### config.mk
export PLATFORM = sky130hd
export DESIGN_NAME = envelope_shaper
export DESIGN_NICKNAME = d
export VERILOG_FILES = /design/src/rtl/envelope_shaper.sv
export SDC_FILE = /design/constraint.sdc
export NUM_CORES = 1
export LEC_CHECK = 0
export ABC_AREA = 1
export BUFFER_PORTS_ARGS = -buffer_cell sky130_fd_sc_hd__buf_2
export CAP_MARGIN = 15
export CORE_AREA = 2 2 101 103
export CTS_BUF_LIST = sky130_fd_sc_hd__clkbuf_8
export DETAILED_ROUTE_END_ITERATION = 7
export DIE_AREA = 0 0 103 105
export GPL_ROUTABILITY_DRIVEN = 0
export PLACE_DENSITY = 0.89
export SLEW_MARGIN = 20
export SYNTH_ARGS = -nofsm -noshare
export SYNTH_HDL_FRONTEND = slang
export SYNTH_SLANG_ARGS = --single-unit
### constraint.sdc
create_clock -name clk -period 4.2 [get_ports clk]
set_input_delay 0.21 -clock clk [delete_from_list [all_inputs] [get_ports clk]]
set_output_delay 0.21 -clock clk [all_outputs]
set_load 0.03 [all_outputs]
### src/rtl/envelope_shaper.sv
// rtl/envelope_shaper.sv - attack/decay/release gain envelope applied to a signed sample stream
// Gain is level/STEPS; envelope time base is new_frame, decay spacing linear or doubling.
module envelope_shaper #(
    parameter int SAMPLE_W = 16,
    parameter int STEPS    = 8,
    parameter int DUR_W    = 6
) (
    input  logic                       clk,
    input  logic                       reset,
    input  logic                       new_frame,
    input  logic                       note_start,
    input  logic                       note_release,
    input  logic [DUR_W-1:0]           note_duration,
    input  logic                       decay_mode,
    input  logic                       attack_en,
    input  logic signed [SAMPLE_W-1:0] sample_in,
    input  logic                       sample_valid,
    output logic signed [SAMPLE_W-1:0] sample_out,
    output logic                       sample_out_valid,
    output logic [$clog2(STEPS):0]     level,
    output logic                       busy,
    output logic                       env_done
);

    localparam int SH     = $clog2(STEPS);
    localparam int LVL_W  = SH + 1;
    localparam int CNT_W  = DUR_W + STEPS;
    localparam int K_W    = SH + 1;
    localparam int PROD_W = SAMPLE_W + 1 + LVL_W;
    localparam logic [LVL_W-1:0] FULL = LVL_W'(STEPS);

    typedef enum logic [1:0] {IDLE, ATTACK, DECAY, RELEASE} state_t;

    state_t            state, state_n;
    logic [LVL_W-1:0]  level_n;
    logic [CNT_W-1:0]  cnt, cnt_n, cnt_inc, d_ext, intv;
    logic [K_W-1:0]    k, k_n;
    logic [DUR_W-1:0]  dur, dur_n;
    logic              mode, mode_n;
    logic              done_n;

    always_comb begin
        state_n = state;
        level_n = level;
        cnt_n   = cnt;
        k_n     = k;
        dur_n   = dur;
        mode_n  = mode;
        done_n  = 1'b0;
        d_ext   = CNT_W'(dur);
        intv    = mode ? (d_ext << k) : d_ext;
        cnt_inc = cnt + 1'b1;

        if (note_start) begin
            // start beats release and swallows a coincident new_frame
            dur_n  = (note_duration == '0) ? DUR_W'(1) : note_duration;
            mode_n = decay_mode;
            cnt_n  = '0;
            k_n    = '0;
            if (attack_en) begin
                state_n = ATTACK;
                level_n = '0;
            end else begin
                state_n = DECAY;
                level_n = FULL;
            end
        end else if (note_release && (state == ATTACK || state == DECAY)) begin
            state_n = RELEASE;
        end else if (new_frame) begin
            case (state)
                ATTACK: begin
                    level_n = level + 1'b1;
                    if (level_n == FULL) begin
                        state_n = DECAY;
                        cnt_n   = '0;
                        k_n     = '0;
                    end
                end
                DECAY: begin
                    if (cnt_inc == intv) begin
                        level_n = level - 1'b1;
                        cnt_n   = '0;
                        k_n     = k + 1'b1;
                        if (level_n == '0) begin
                            state_n = IDLE;
                            done_n  = 1'b1;
                        end
                    end else begin
                        cnt_n = cnt_inc;
                    end
                end
                RELEASE: begin
                    // release entered from ATTACK may already sit at level 0
                    if (level <= LVL_W'(1)) begin
                        level_n = '0;
                        state_n = IDLE;
                        done_n  = 1'b1;
                    end else begin
                        level_n = level - 1'b1;
                    end
                end
                default: ;
            endcase
        end
    end

    always_ff @(posedge clk or negedge reset) begin
        if (!reset) begin
            state    <= IDLE;
            level    <= '0;
            cnt      <= '0;
            k        <= '0;
            dur      <= DUR_W'(1);
            mode     <= 1'b0;
            env_done <= 1'b0;
        end else begin
            state    <= state_n;
            level    <= level_n;
            cnt      <= cnt_n;
            k        <= k_n;
            dur      <= dur_n;
            mode     <= mode_n;
            env_done <= done_n;
        end
    end

    assign busy = (state != IDLE);

    // magnitude in SAMPLE_W+1 bits so the most negative sample negates cleanly
    logic              neg;
    logic [SAMPLE_W:0] ext, mag, mag_scaled;
    logic [PROD_W-1:0] prod;

    always_comb begin
        neg        = sample_in[SAMPLE_W-1];
        ext        = {sample_in[SAMPLE_W-1], sample_in};
        mag        = neg ? (~ext + 1'b1) : ext;
        prod       = PROD_W'(mag) * PROD_W'(level);
        mag_scaled = (SAMPLE_W+1)'(prod >> SH);
    end

    always_ff @(posedge clk or negedge reset) begin
        if (!reset) begin
            sample_out       <= '0;
            sample_out_valid <= 1'b0;
        end else begin
            sample_out_valid <= sample_valid;
            if (sample_valid) begin
                sample_out <= SAMPLE_W'(neg ? (~mag_scaled + 1'b1) : mag_scaled);
            end
        end
    end

endmodule

==> results.tsv <==
metric	value	unit
GRT Resource Usage Total	31.3	%
Worst-Skew Late Latency	0.32	ns
worst reg2reg endpoint	sample_out[9]$_DFFE_PN0P_	
Critical Path Sink Type	flop	
Final period util	103	%
Final Skew	0.0133	ns
Final Instance Count excl. Fillers	1214	
warnings from Yosys	0	
EDFF count, synth	0	
post-synthesis mux area share	0	%
Num CTS Buffers	5	
IO Port Bufs	52	
Synth Area in Simple Gates	38.9	%
post-synth top area cell	dfrtp_1	
Mapped Avg Cell Area	6.28	sq um
hpwl dp	12100	microns
Placed Cells	1195	
HP Class	primary input to async pin	
Final Hold Viols	22	
placed inst area	6910	sq um
post-synth top area share	19.9	%
Initial Util	62.6	%
CP Launch Type	primary input	
Syn Inst Count	960	
Area Growth Syn to Fin	25.6	%
worst-path fanout max	3	
largest family of logic cells by synthesized area	simple AND/OR/NAND/NOR gates	
initial antenna violation count	0	
total of max-cap violations	0	
CTS tree	built	
crit path DAT	4.56	ns
Core Region	9640	sq um
DRC	0	
Fillers	677	
layout net count	1169	
# H-tree levels	2	
Async SR Flop Fraction	100	%
share of layout cells above drive strength 1	25.3	%
clock tree buffer depth	2	
crit path from	sample_in[1]	
Die Ht	105	microns
fin crit period	4.33	ns
CTS Sinks	49	
CP required	4.42	ns
design area	7570	sq um
Worst-path clk slew	0.11	ns
headroom to the max-slew limit	54.2	%
Most used DFF post-synth	dfrtp_1	
pin count of the biggest net entering global routing	50	
global route overflow	0	
hold slack final	-0.0173	ns
DR WL/cell	15.2	microns
Yosys reg bits	49	
worst setup path class	primary input to flop	
Vias	6936	
reg2reg setup slack	-0.10	ns
status	finished with violations	
first-pass GRT wire length	27800	microns
Worst path slowest cell	fa_1	
Final TNS setup	-0.509	ns
DR iter-0 viols	462	
XOR/XNOR Fraction of Synth Area	4.36	%
final wirelength	18400	microns
main area contributors after synthesis	dfrtp_1, nand2_1, fa_1	
RSZ-0062 raised after global routing	yes	
final setup violation count	7	
Die ar.	10800	sq um
library cells used by synthesis	47	
Final Max Slew Viols	0	
P per Cell Area	691	nW/um^2
Ports	53	
actual slew at the worst max-slew pin	0.688	ns
clock root cell	clkbuf_8	
cell leakage power	0.00398	uW
final worst-path setup slack	-0.132	ns
vias in the first global route	6551	
Worst R2R Path Depth	20	
Synth Area in Compound Gates	8.44	%
most common cell in the netlist	nand2_1	
Post-synth top cells	nand2_1, inv_1, nor2_1, nand3_1, dfrtp_1	
Crit Reg-Reg Startpoint	level[1]$_DFFE_PN0P_	
CP dominant cell by count	nor2_1	
failing checks	hold timing, setup timing	
sequential fraction of the synthesis area	20.3	%
Worst VDD drop	0.000563	V
Rows	36	
Routed Antenna Nets	0	
n_diodes	0	
post-synthesis adder-cell area fraction	16.0	%
drt pass-1 iters	6	
vias per cell	5.71	
die width	103	microns
fmax	231	MHz
Mapped Area	6030	sq um
CP max stage delay	0.58	ns
==> cell type report <==
| cell class | instances | area (sq um) | share of cell area, % |
|---|---|---|---|
| Clock buffer | 5 | 68.8 | 0.909 |
| Clock inverter | 3 | 26.3 | 0.347 |
| Inverter | 160 | 617 | 8.14 |
| Multi-Input combinational cell | 730 | 4570 | 60.3 |
| Sequential cell | 49 | 1230 | 16.2 |
| Tap cell | 133 | 166 | 2.20 |
| Timing Repair Buffer | 134 | 900 | 11.9 |
==> routing by layer <==
metal | vias to the layer above | GRT usage, % | wire length [microns]
met3 | 109 | 3.41 | 1250
met2 | 378 | 57.0 | 9520
li1 | 3248 | - | -
met4 | 0 | 12.9 | 934
met5 | - | 0 | 0
met1 | 3201 | 36.4 | 6730
==> worst max-delay path, delay by kind of cell <==
kind | cells | cell delay, ns
adder cells (fa/ha/maj) | 4 | 1.47
buffers and inverters | 10 | 0.77
AND/OR/NAND/NOR | 16 | 1.57
AO/OA/AOI/OAI | 3 | 0.50
==> state kept, by name, summed over array words and instances (netlist names) <==
register and flops:
sample_out 16, k 4, state 2, mode 1, level 4, cnt 14, dur 6, env_done 1
sample_out_valid 1
==> what timing repair did <==
action	4_1_cts	5_1_grt
pin swaps	26	54
hold buffers	0	0
setup buffers	5	6
endpoints found under the setup margin	7	11
resized for setup	45	84
==> worst max path at each step <==
stage,slack (ns),end
finish,-0.13,sample_out[13]$_DFFE_PN0P_
floorplan,0.02,sample_out[15]$_DFFE_PN0P_
global placement,-0.34,sample_out[12]$_DFFE_PN0P_
CTS,-0.01,sample_out[14]$_DFFE_PN0P_
global route,-0.36,sample_out[15]$_DFFE_PN0P_
detailed placement,-0.54,sample_out[14]$_DFFE_PN0P_
==> cell usage in the layout (no fill, tap or decap), types with 4 or more instances in the layout <==
master    synthesis  routed
inv_2            11      16
nand2_2           4      20
nor2_4            2       7
nand3_1          88      76
o21ai_0          32      21
buf_2             5      50
nand4_1          23      23
nand2_4           2       6
clkbuf_8          0       5
a21oi_1          32      21
or2_2             6       5
xor2_1           19      18
ha_1             29      20
inv_1           146     136
o21ai_2           2       7
o21ai_1          11      15
nor2_2            4      14
nor3_1            7       4
buf_4             3      81
inv_4             1       5
dfrtp_1          48      47
nand3_2           2      13
a21oi_2           1      11
ha_4              0       9
fa_1             30      30
xnor2_1          11       9
nor3_4            1       4
nor2_1          110      95
nand2_1         289     269
==> report_power, final <==
part           leakage, uW  internal [uW]  total (uW)  switching [uW]
clock network    0.0000423            122         309             188
logic              0.00332           1650        4170            2520
registers         0.000622            602         758             156
==> cells by family (layout without fill, tap and decap cells) <==
logic type                 after synthesis  after routing
buffers and inverters                  182            302
and+or+nand+nor                        546            546
adders and majority gates               59             59
xor gates and xnor gates                30             30
other                                    1              2
AOI/OAI and AO/OA                       93             93
DFF                                     49             49
==> metrics by stage <==
step / utilization [%] / worst slack [ns] / power (uW)
after global routing: 78.6 / -0.359 / 5640
after CTS: 74.9 / -0.0104 / 4610
final: 78.6 / -0.132 / 5230
after detailed placement: 71.6 / -0.537 / 4060
after floorplan: - / 0.0237 / 2970
after global placement: 71.6 / -0.341 / 3960
(Power assumes the default switching activity.)
